`src/rtl/rvj1_csr_file_pkg.sv`:
```
// Shared CSR addresses, reset values, write masks and write-mode encoding for the rvj1 CSR file.
package rvj1_csr_file_pkg;

   localparam logic [11:0] CSR_ADDR_MVENDORID = 12'hF11;
   localparam logic [11:0] CSR_ADDR_MARCHID   = 12'hF12;
   localparam logic [11:0] CSR_ADDR_MIMPID    = 12'hF13;
   localparam logic [11:0] CSR_ADDR_MHARTID   = 12'hF14;
   localparam logic [11:0] CSR_ADDR_MSTATUS   = 12'h300;
   localparam logic [11:0] CSR_ADDR_MISA      = 12'h301;
   localparam logic [11:0] CSR_ADDR_MIE       = 12'h304;
   localparam logic [11:0] CSR_ADDR_MTVEC     = 12'h305;
   localparam logic [11:0] CSR_ADDR_MSCRATCH  = 12'h340;
   localparam logic [11:0] CSR_ADDR_MEPC      = 12'h341;
   localparam logic [11:0] CSR_ADDR_MCAUSE    = 12'h342;
   localparam logic [11:0] CSR_ADDR_MTVAL     = 12'h343;
   localparam logic [11:0] CSR_ADDR_MIP       = 12'h344;
   localparam logic [11:0] CSR_ADDR_MCYCLE    = 12'hB00;
   localparam logic [11:0] CSR_ADDR_MINSTRET  = 12'hB02;
   localparam logic [11:0] CSR_ADDR_MCYCLEH   = 12'hB80;
   localparam logic [11:0] CSR_ADDR_MINSTRETH = 12'hB82;

   localparam logic [29:0] TRAP_VEC_BASE_ADDR = 30'h0010_0000;
   localparam logic [1:0]  TRAP_VEC_MODE      = 2'b00;

   localparam logic [31:0] CSR_DEF_VAL_MVENDORID = 32'h0000_0000;
   localparam logic [31:0] CSR_DEF_VAL_MARCHID   = 32'h0000_0000;
   localparam logic [31:0] CSR_DEF_VAL_MIMPID    = 32'h0000_0000;
   localparam logic [31:0] CSR_DEF_VAL_MSTATUS   = 32'h0000_0000;
   // RV32I
   localparam logic [31:0] CSR_DEF_VAL_MISA      = 32'h4000_0100;
   localparam logic [31:0] CSR_DEF_VAL_MIE       = 32'h0000_0000;
   localparam logic [31:0] CSR_DEF_VAL_MSCRATCH  = 32'h0000_0000;
   localparam logic [31:0] CSR_DEF_VAL_MEPC      = 32'h0000_0000;
   localparam logic [31:0] CSR_DEF_VAL_MCAUSE    = 32'h0000_0000;
   localparam logic [31:0] CSR_DEF_VAL_MTVAL     = 32'h0000_0000;
   localparam logic [31:0] CSR_DEF_VAL_MIP       = 32'h0000_0000;

   localparam logic [31:0] CSR_MSTATUS_WMASK = 32'h0000_0088;
   localparam logic [31:0] CSR_MIE_WMASK     = 32'h0000_0888;

   localparam int unsigned MSTATUS_MIE_BIT  = 3;
   localparam int unsigned MSTATUS_MPIE_BIT = 7;
   localparam int unsigned IRQ_SW_BIT       = 3;
   localparam int unsigned IRQ_TMR_BIT      = 7;
   localparam int unsigned IRQ_EXT_BIT      = 11;

   typedef enum logic [1:0] {
      CsrWmodeNormal    = 2'b00,
      CsrWmodeSetBits   = 2'b01,
      CsrWmodeClearBits = 2'b10
   } csr_wmode_e;

endpackage

```
`src/rtl/rvj1_csr_counter.sv`:
```
// Free-running CNT_WIDTH counter with separately writable low and high XLEN halves.
module rvj1_csr_counter #(
   parameter int unsigned XLEN      = 32,
   parameter int unsigned CNT_WIDTH = 64
) (
   input  logic                 clk_i,
   input  logic                 rstn_i,
   input  logic                 inc_i,
   input  logic                 wr_lo_i,
   input  logic                 wr_hi_i,
   input  logic [XLEN-1:0]      wdata_i,
   output logic [CNT_WIDTH-1:0] value_o
);

   localparam int unsigned HI_W = CNT_WIDTH - XLEN;

   logic [CNT_WIDTH-1:0] cnt_q, cnt_d, cnt_inc;

   assign cnt_inc = cnt_q + {{(CNT_WIDTH-1){1'b0}}, inc_i};

   // A high-half write keeps the incremented low half but drops its carry.
   always_comb begin
      cnt_d = cnt_inc;
      if (wr_lo_i) begin
         cnt_d = {cnt_q[CNT_WIDTH-1:XLEN], wdata_i};
      end else if (wr_hi_i) begin
         cnt_d = {wdata_i[HI_W-1:0], cnt_inc[XLEN-1:0]};
      end
   end

   always_ff @(posedge clk_i or negedge rstn_i) begin
      if (!rstn_i) begin
         cnt_q <= '0;
      end else begin
         cnt_q <= cnt_d;
      end
   end

   assign value_o = cnt_q;

endmodule

```
`src/rtl/rvj1_csr_file.sv`:
```
// Machine-mode CSR file: Zicsr access, trap entry / MRET sequencing, counters and interrupt
// qualification for the rvj1 core.
module rvj1_csr_file
   import rvj1_csr_file_pkg::*;
#(
   parameter int unsigned     XLEN        = 32,
   parameter int unsigned     CNT_WIDTH   = 64,
   parameter logic [XLEN-1:0] MHARTID_VAL = 32'h0,
   parameter logic [XLEN-1:0] MTVEC_RST   = {TRAP_VEC_BASE_ADDR, TRAP_VEC_MODE}
) (
   input  logic            clk_i,
   input  logic            rstn_i,
   input  logic [11:0]     csr_addr_i,
   input  logic [XLEN-1:0] csr_wdata_i,
   input  logic [1:0]      csr_wmode_i,
   input  logic            csr_we_i,
   input  logic            csr_re_i,
   output logic [XLEN-1:0] csr_rdata_o,
   output logic            csr_illegal_o,
   input  logic            trap_i,
   input  logic [XLEN-1:0] trap_cause_i,
   input  logic [XLEN-1:0] trap_pc_i,
   input  logic [XLEN-1:0] trap_val_i,
   input  logic            mret_i,
   input  logic            instret_i,
   input  logic            irq_ext_i,
   input  logic            irq_tmr_i,
   input  logic            irq_sw_i,
   output logic            irq_pending_o,
   output logic [XLEN-1:0] mtvec_o,
   output logic [XLEN-1:0] mepc_o
);

   logic [XLEN-1:0]      mstatus_q, mie_q, mtvec_q, mscratch_q, mepc_q, mcause_q, mtval_q, mip_q;
   logic [XLEN-1:0]      irq_vec, rd_val, wr_val;
   logic [CNT_WIDTH-1:0] mcycle_val, minstret_val;
   logic                 addr_impl, illegal, wr_en;

   always_comb begin
      irq_vec              = '0;
      irq_vec[IRQ_SW_BIT]  = irq_sw_i;
      irq_vec[IRQ_TMR_BIT] = irq_tmr_i;
      irq_vec[IRQ_EXT_BIT] = irq_ext_i;
   end

   always_comb begin
      addr_impl = 1'b1;
      rd_val    = '0;
      case (csr_addr_i)
         CSR_ADDR_MVENDORID: rd_val = CSR_DEF_VAL_MVENDORID;
         CSR_ADDR_MARCHID:   rd_val = CSR_DEF_VAL_MARCHID;
         CSR_ADDR_MIMPID:    rd_val = CSR_DEF_VAL_MIMPID;
         CSR_ADDR_MHARTID:   rd_val = MHARTID_VAL;
         CSR_ADDR_MSTATUS:   rd_val = mstatus_q;
         CSR_ADDR_MISA:      rd_val = CSR_DEF_VAL_MISA;
         CSR_ADDR_MIE:       rd_val = mie_q;
         CSR_ADDR_MTVEC:     rd_val = mtvec_q;
         CSR_ADDR_MSCRATCH:  rd_val = mscratch_q;
         CSR_ADDR_MEPC:      rd_val = mepc_q;
         CSR_ADDR_MCAUSE:    rd_val = mcause_q;
         CSR_ADDR_MTVAL:     rd_val = mtval_q;
         CSR_ADDR_MIP:       rd_val = mip_q;
         CSR_ADDR_MCYCLE:    rd_val = mcycle_val[XLEN-1:0];
         CSR_ADDR_MINSTRET:  rd_val = minstret_val[XLEN-1:0];
         CSR_ADDR_MCYCLEH:   rd_val = XLEN'(mcycle_val[CNT_WIDTH-1:XLEN]);
         CSR_ADDR_MINSTRETH: rd_val = XLEN'(minstret_val[CNT_WIDTH-1:XLEN]);
         default:            addr_impl = 1'b0;
      endcase
   end

   always_comb begin
      case (csr_wmode_i)
         CsrWmodeNormal:    wr_val = csr_wdata_i;
         CsrWmodeSetBits:   wr_val = rd_val | csr_wdata_i;
         CsrWmodeClearBits: wr_val = rd_val & ~csr_wdata_i;
         default:           wr_val = rd_val;
      endcase
   end

   assign illegal = (csr_re_i | csr_we_i) &
                    (~addr_impl |
                     (csr_we_i & (csr_addr_i[11:10] == 2'b11)) |
                     (csr_we_i & (csr_wmode_i == 2'b11)));

   // Trap and MRET take priority and swallow any concurrent CSR write entirely.
   assign wr_en = csr_we_i & ~illegal & ~trap_i & ~mret_i;

   always_ff @(posedge clk_i or negedge rstn_i) begin
      if (!rstn_i) begin
         mstatus_q  <= CSR_DEF_VAL_MSTATUS;
         mie_q      <= CSR_DEF_VAL_MIE;
         mtvec_q    <= MTVEC_RST;
         mscratch_q <= CSR_DEF_VAL_MSCRATCH;
         mepc_q     <= CSR_DEF_VAL_MEPC;
         mcause_q   <= CSR_DEF_VAL_MCAUSE;
         mtval_q    <= CSR_DEF_VAL_MTVAL;
         mip_q      <= CSR_DEF_VAL_MIP;
      end else begin
         mip_q <= irq_vec;
         if (trap_i) begin
            mepc_q                      <= {trap_pc_i[XLEN-1:2], 2'b00};
            mcause_q                    <= trap_cause_i;
            mtval_q                     <= trap_val_i;
            mstatus_q[MSTATUS_MPIE_BIT] <= mstatus_q[MSTATUS_MIE_BIT];
            mstatus_q[MSTATUS_MIE_BIT]  <= 1'b0;
         end else if (mret_i) begin
            mstatus_q[MSTATUS_MIE_BIT]  <= mstatus_q[MSTATUS_MPIE_BIT];
            mstatus_q[MSTATUS_MPIE_BIT] <= 1'b1;
         end else if (wr_en) begin
            case (csr_addr_i)
               CSR_ADDR_MSTATUS:  mstatus_q  <= wr_val & CSR_MSTATUS_WMASK;
               CSR_ADDR_MIE:      mie_q      <= wr_val & CSR_MIE_WMASK;
               CSR_ADDR_MTVEC:    mtvec_q    <= {wr_val[XLEN-1:2], 2'b00};
               CSR_ADDR_MSCRATCH: mscratch_q <= wr_val;
               CSR_ADDR_MEPC:     mepc_q     <= {wr_val[XLEN-1:2], 2'b00};
               CSR_ADDR_MCAUSE:   mcause_q   <= wr_val;
               CSR_ADDR_MTVAL:    mtval_q    <= wr_val;
               default: ;
            endcase
         end
      end
   end

   rvj1_csr_counter #(
      .XLEN      (XLEN),
      .CNT_WIDTH (CNT_WIDTH)
   ) u_mcycle (
      .clk_i   (clk_i),
      .rstn_i  (rstn_i),
      .inc_i   (1'b1),
      .wr_lo_i (wr_en && (csr_addr_i == CSR_ADDR_MCYCLE)),
      .wr_hi_i (wr_en && (csr_addr_i == CSR_ADDR_MCYCLEH)),
      .wdata_i (wr_val),
      .value_o (mcycle_val)
   );

   rvj1_csr_counter #(
      .XLEN      (XLEN),
      .CNT_WIDTH (CNT_WIDTH)
   ) u_minstret (
      .clk_i   (clk_i),
      .rstn_i  (rstn_i),
      .inc_i   (instret_i),
      .wr_lo_i (wr_en && (csr_addr_i == CSR_ADDR_MINSTRET)),
      .wr_hi_i (wr_en && (csr_addr_i == CSR_ADDR_MINSTRETH)),
      .wdata_i (wr_val),
      .value_o (minstret_val)
   );

   assign csr_rdata_o   = csr_re_i ? rd_val : '0;
   assign csr_illegal_o = illegal;
   assign irq_pending_o = mstatus_q[MSTATUS_MIE_BIT] & (|(mie_q & mip_q));
   assign mtvec_o       = mtvec_q;
   assign mepc_o        = mepc_q;

endmodule

```
`config.mk`:
```
export PLATFORM = sky130hd
export DESIGN_NAME = rvj1_csr_file
export DESIGN_NICKNAME = d
export VERILOG_FILES = /design/src/rtl/rvj1_csr_file_pkg.sv /design/src/rtl/rvj1_csr_counter.sv /design/src/rtl/rvj1_csr_file.sv
export SDC_FILE = /design/constraint.sdc
export NUM_CORES = 1
export LEC_CHECK = 0
export BUFFER_PORTS_ARGS = -buffer_cell sky130_fd_sc_hd__buf_2
export CORE_ASPECT_RATIO = 1.4
export CORE_UTILIZATION = 45
export DETAILED_ROUTE_END_ITERATION = 7
export PLACE_DENSITY_LB_ADDON = 0.08
export SYNTH_ARGS = -nofsm -noshare
export SYNTH_HDL_FRONTEND = slang
export SYNTH_SLANG_ARGS = --single-unit
```
`constraint.sdc`:
```
create_clock -name clk_i -period 3 [get_ports clk_i]
set_input_delay 0.6 -clock clk_i [delete_from_list [all_inputs] [get_ports clk_i]]
set_output_delay 0.6 -clock clk_i [all_outputs]
set_load 0.02 [all_outputs]
```
==> flow_summary.json, run 1 <==
{
  "status": "finished, violations left",
  "failed_checks": "negative setup slack",
  "fmax_mhz": 317.9,
  "startpoint_type": "primary input",
  "grt_usage": 0.4333,
  "path_clk_slew_ns": 0.06,
  "synth_commonest_cells": "291 x dfrtp_1, 228 x nand2_1, 166 x a21oi_1",
  "async_reset_ff_frac": 1.000,
  "synth_edf_count": 0,
  "place_inst": 3199,
  "num_rows": 88,
  "p_switching_w": 0.002985,
  "yosysUniqueCellTypes": 106,
  "nFillCells": 3644,
  "yosys.area.top_type": "dfrtp_1",
  "p_int_w": 0.007459,
  "seqPwrFrac": 0.418,
  "finalCritPeriodShare": 1.049,
  "gr-usage-met3": 0.09542,
  "clock-sinks": 292,
  "hold_buffers": 0,
  "netlist_top_cells_area": "dfrtp_1 38%, nand2_1 4.5%, a21oi_1 4.4%",
  "use_met2": 0.6631,
  "postSynthAreaPerCell_sq_um": 8.638,
  "wl_per_cell_microns": 28.34,
  "p_per_area_nw_per_um2": 392.1,
  "dr.pass1.iters": 8,
  "whs_ns": 0.04792,
  "power_frac_clock": 0.427,
  "vias": 21840,
  "ant_nets": 0,
  "use_met1": 0.5383,
  "globalplace.congestion": 1.056,
  "ys_ff_latch": 292,
  "maxCapViolCount": 0,
  "synth_ff_type": "dfrtp_1",
  "start_util": 0.4593,
  "min_period_ns": 3.146,
  "cts_tree": "yes",
  "clk_latency_ns": 0.55,
  "clockRootBuffer": "clkbuf_16",
  "worstMarginPinSlew_ns": 1.236,
  "synth_most_common_cell": "dfrtp_1",
  "synth-seq-area-share": 0.3844,
  "rsz0062_at_grt": "true",
  "vdd.ir_drop.worst_mv": 0.4328,
  "leakagePower_nw": 11.44,
  "power_w": 0.01044,
  "swShare": 0.2858,
  "die_w_microns": 175.7,
  "overflow": 0,
  "syn_inst": 2201,
  "yosysWarnings": 0,
  "drc": 0,
  "synthToLayoutAreaGrowth_pct": 40.07,
  "stdcell_count": 3311,
  "grt_pass1_wl_mm": 137.4,
  "grt_pass1_vias": 21010,
  "max_slew_margin": 0.1732,
  "setup_violations": 27,
  "synth_area_sq_um": 19010,
  "via_per_inst": 6.596,
  "drt_iter0_markers": 2441,
  "grt_antenna_before_repair": 0,
  "fin_nets": 2900,
  "cts_buffers": 34,
  "port_buffers": 243,
  "hold_violations": 0,
  "fin_ws_ns": -0.1461,
  "die_y_microns": 245.2,
  "rrSetupSlack_ns": 0.24,
  "hp-class": "in2async",
  "grt_busiest_layer": "met2",
  "routed_wirelength_mm": 93.82,
  "power_frac_comb": 0.155,
  "synth_top_area_frac": 0.3830,
  "skew_ns": 0.01647,
  "cp.arrival_ns": 2.55,
  "worstPathMaxFanout": 7,
  "drive_above_1_share": 0.3433,
  "drv_slew": 0,
  "cts_buffer_depth": 3,
  "die-area_sq_um": 43090,
  "htreeDepth": 2,
  "cp.required_ns": 2.40,
  "core_area_sq_um": 41400,
  "grt_max_degree": 79,
  "cp-end-kind": "primary output",
  "worstSetupPathType": "in2out",
  "dp_hpwl_mm": 69.72,
  "io_pins": 250
}
-- cells in the final DEF (no fill, tap or decap), types with 32 or more instances in the layout --
cell type,count
a31oi_1,46
nand2_1,226
o21ai_1,67
a21oi_1,153
clkbuf_16,37
nor3b_1,44
o21ai_0,120
and3_1,35
o211ai_1,36
buf_4,371
mux2i_1,52
o22ai_1,32
nand3_1,96
buf_12,55
buf_2,202
buf_6,42
dfrtp_1,291
nand4_1,48
inv_1,40
nor2_1,108
xnor2_1,40
-- cell families (layout without fill, tap and decap cells) --
kind of cell / count (synthesis) / after routing / synth area share
simple gates: 815 / 815 / 0.2364
flops: 292 / 292 / 0.3844
mux: 87 / 87 / 0.04830
fa+ha+maj: 3 / 3 / 0.001974
other cells: 1 / 5 / 0.0001972
compound gates: 724 / 724 / 0.2519
xor+xnor: 62 / 62 / 0.02856
buf+inv: 217 / 783 / 0.04824
-- state kept, by name, summed over array words and instances, names as in the netlist --
signal,flops
mtval_q,32
mip_q,3
mstatus_q,2
u_mcycle.value_o,64
mepc_o,30
mcause_q,32
mtvec_o,30
mscratch_q,32
u_minstret.value_o,64
mie_q,3
-- path summary, 6_finish.rpt --
path	startpoint	endpoint	depth (start not counted)
max	csr_addr_i[4]	csr_rdata_o[30]	11
min	rstn_i	mepc_o[15]	1
max reg2reg	u_mcycle.value_o[1]	u_mcycle.value_o[42]	7
min reg2reg	mscratch_q[13]	mscratch_q[13]	2
max in group asynchronous	rstn_i	u_minstret.value_o[42]	2
min in group clk_i	irq_sw_i	mip_q[3]	1
-- through the flow --
stage | TNS (ns) | setup slack, ns | cell area (sq um) | util
4_1_cts | -0.6135 | -0.08182 | 25950 | 0.6269
5_1_grt | -2.057 | -0.1403 | 26630 | 0.6432
6_report | -1.529 | -0.1461 | 26630 | 0.6433
3_5_place_dp | -35.64 | -0.4575 | 23910 | 0.5775
3_3_place_gp | -34.04 | -0.5194 | 23910 | 0.5775
2_1_floorplan | 0 | 0.001492 | 19120 | -
-- repair_timing --
item	CTS	global route
cloned	2	2
setup buffers	34	17
endpoints found under the setup margin	33	33
gates resized for setup	142	110
pin swaps	37	34
-- power by group through the flow --
stage	combinational, W	clock, W	sequential [W]
after floorplan	0.000669	0	0.00438
after global placement	0.00148	0	0.00440
after detailed placement	0.00150	0	0.00442
after CTS	0.00156	0.00448	0.00435
after global routing	0.00172	0.00463	0.00438
final	0.00162	0.00446	0.00436
-- metal layers --
metal | up-vias | wire (microns)
met2 | 1386 | 42050
met5 | - | 0
li1 | 9428 | -
met4 | 0 | 7724
met1 | 10640 | 34550
met3 | 386 | 9503
-- final cells by class --
| class | instances | area (sq um) | share of cell area |
|---|---|---|---|
| multi-input combinational | 1695 | 11770 | 0.4419 |
| tap | 540 | 675.6 | 0.02537 |
| clock buffer | 50 | 1032 | 0.03876 |
| timing repair buffer | 679 | 5543 | 0.2081 |
| clock inverter | 11 | 140.1 | 0.005262 |
| sequential | 292 | 7308 | 0.2744 |
| inverter | 43 | 161.4 | 0.006061 |
| antenna | 1 | 2.502 | 0.00009396 |
-- critical path: stages --
cell and delay, ns:
buf_2 0.14, buf_4 0.16, buf_4 0.15, nor4b_2 0.22
buf_4 0.25, buf_4 0.16, nand2_1 0.13, nor2_2 0.14
a21oi_1 0.12, a31oi_4 0.31, buf_6 0.16
Power figures use the tool's default switching activity.
==> run 2: changes to the inputs <==
==> constraint.sdc (replaced) <==
create_clock -name clk_i -period 3 [get_ports clk_i]
set_input_delay 0 -clock clk_i [delete_from_list [all_inputs] [get_ports clk_i]]
set_output_delay 0 -clock clk_i [all_outputs]
set_load 0.02 [all_outputs]
==> run 2 against run 1 <==
The run ends with design-rule violations left. Global-route usage shrank 0.84 points. Clock power is essentially flat. Power shrank 0.70%. Critical path type is now reg2reg. Critical endpoint is now mtval_q[15]. Largest cell class unchanged.
==> flow_summary.json, run 2 (synthesis results as in run 1) <==
{
  "hp-class": "in2reg",
  "path_clk_slew_ns": 0.07,
  "finalSetupTns_ns": 0,
  "grt_max_degree": 119,
  "crit_chain": "mux2i_1 -> buf_4 -> nor2_1 -> a2111oi_1 -> a2bb2oi_2 -> buf_12 -> a31oi_1 -> dlygate4sd3_1",
  "fin_ws_ns": 0.1313,
  "skew_ns": 0.01664,
  "p_per_area_nw_per_um2": 425.1,
  "cts_buffers": 35,
  "cts_buffer_depth": 3,
  "drv_slew": 0,
  "htreeDepth": 2,
  "reg2regPathDepth": 8,
  "worstMarginPinSlew_ns": 1.145,
  "finalCritPeriodShare": 0.9562,
  "die_y_microns": 245.2,
  "power_w": 0.01037,
  "maxCapViolCount": 0,
  "hold_violations": 0,
  "cts_tree": "yes",
  "leakagePower_nw": 10.28,
  "grt_pass1_vias": 20190,
  "cp_slowest_cell": "dlygate4sd3_1",
  "rrSetupSlack_ns": 0.13,
  "cp.required_ns": 3.42,
  "synthToLayoutAreaGrowth_pct": 28.30,
  "vias": 21190,
  "drt_iter0_markers": 2555,
  "clock-sinks": 292,
  "stdcell_area_sq_um": 24390,
  "max_slew_margin": 0.2307,
  "startpoint_type": "register",
  "crit_start": "u_minstret.value_o[47]",
  "final_cell_mix": "291 x dfrtp_1, 241 x buf_2, 228 x nand2_1",
  "dpl_cell_area_sq_um": 22000,
  "reg2reg_to": "mtval_q[15]",
  "dp_hpwl_mm": 67.87,
  "num_rows": 88,
  "dr.pass1.iters": 8,
  "whs_ns": 0.01397,
  "port_buffers": 243,
  "min-delay-start": "csr_wdata_i[16]",
  "pre_cts_slack_ns": 0.1912,
  "cp-end-kind": "register",
  "drive_above_1_share": 0.2273,
  "globalplace.congestion": 1.054,
  "io_pins": 250,
  "worstPathMaxFanout": 9,
  "overflow": 0,
  "status": "finished, violations left",
  "cp.arrival_ns": 3.29,
  "die-area_sq_um": 43090,
  "min_period_ns": 2.869,
  "failed_checks": "design-rule violations",
  "slowest_delay_ns": 0.58,
  "fmax_mhz": 348.6,
  "drc": 1,
  "ant_nets": 0,
  "fin_nets": 2776,
  "rsz0062_at_grt": "false",
  "die_w_microns": 175.7,
  "setup_violations": 0,
  "routed_wirelength_mm": 92.19,
  "layout_commonest_cell": "dfrtp_1",
  "grt_usage": 0.4250,
  "worstSetupPathType": "reg2reg",
  "vdd.ir_drop.worst_mv": 0.4405,
  "clockRootBuffer": "clkbuf_16",
  "core_area_sq_um": 41400,
  "rr_startpoint": "u_minstret.value_o[47]",
  "grt_pass1_wl_mm": 133.9,
  "grt_antenna_before_repair": 3,
  "wl_per_cell_microns": 28.93,
  "clk_latency_ns": 0.55,
  "via_per_inst": 6.650,
  "start_util": 0.4593,
  "crit_end": "mtval_q[15]"
}
[run 2: changes by cell type in the layout (fill, tap and decap cells not counted), moves of 10 or more]
cell	change
dlygate4sd3_1	+118
buf_4	-198
buf_2	+39
nor4_1	+10
a21oi_1	+10
buf_6	-42
a22oi_2	-15
buf_12	-34
a22oi_1	+15
[run 2: power by group]
group / internal [W] / total (W) / switching, W
clock: 0.00266 / 0.00448 / 0.00182
sequential: 0.00414 / 0.00436 / 0.000222
combinational: 0.000614 / 0.00153 / 0.000913
total: 0.00741 / 0.0104 / 0.00296
[run 2: worst min path at each step]
stage                                         to  cells past startpoint
after CTS                 u_minstret.value_o[16]                      4
after detailed placement              mepc_o[15]                      1
after floorplan                      mcause_q[0]                      0
final                             mscratch_q[16]                      4
after global placement                 mepc_o[4]                      1
after global routing      u_minstret.value_o[16]                      4
[run 2: area by class of cell]
type | instances | area [sq um]
Sequential cell | 292 | 7308
Multi-Input combinational cell | 1695 | 10930
Clock inverter | 13 | 170.2
Tap cell | 540 | 675.6
Antenna cell | 3 | 7.507
Inverter | 43 | 161.4
Timing Repair Buffer | 554 | 4121
Clock buffer | 47 | 1022
Fill cell | 3794 | 17010
[run 2: layer usage]
metal	GRT usage	share of wire	up-vias
met2	0.6741	0.46	1324
met5	0	0	-
met3	0.06583	0.089	295
met1	0.5360	0.38	10380
met4	0.2777	0.072	0
li1	-	-	9195
[run 2: worst max-delay path, delay by kind of cell (launching register included)]
family	cells	cell delay, ns
multiplexers	1	0.35
AO/OA/AOI/OAI	3	0.86
AND/OR/NAND/NOR	1	0.07
buffers and inverters	3	0.98
flip-flops	1	0.47
[run 2: repair_timing]
item | in CTS | in global routing
endpoints found under the setup margin | 0 | 4
hold buffers | 118 | 0
endpoints found under the hold margin | 346 | 0
setup buffers | 0 | 0
gates resized for setup | 0 | 2
[run 2: stage by stage]
stage | utilization | std cells
floorplan | - | 2204
global placement | 0.5314 | 3006
detailed placement | 0.5314 | 3006
CTS | 0.5887 | 3184
global route | 0.5890 | 3184
finish | 0.5892 | 3187
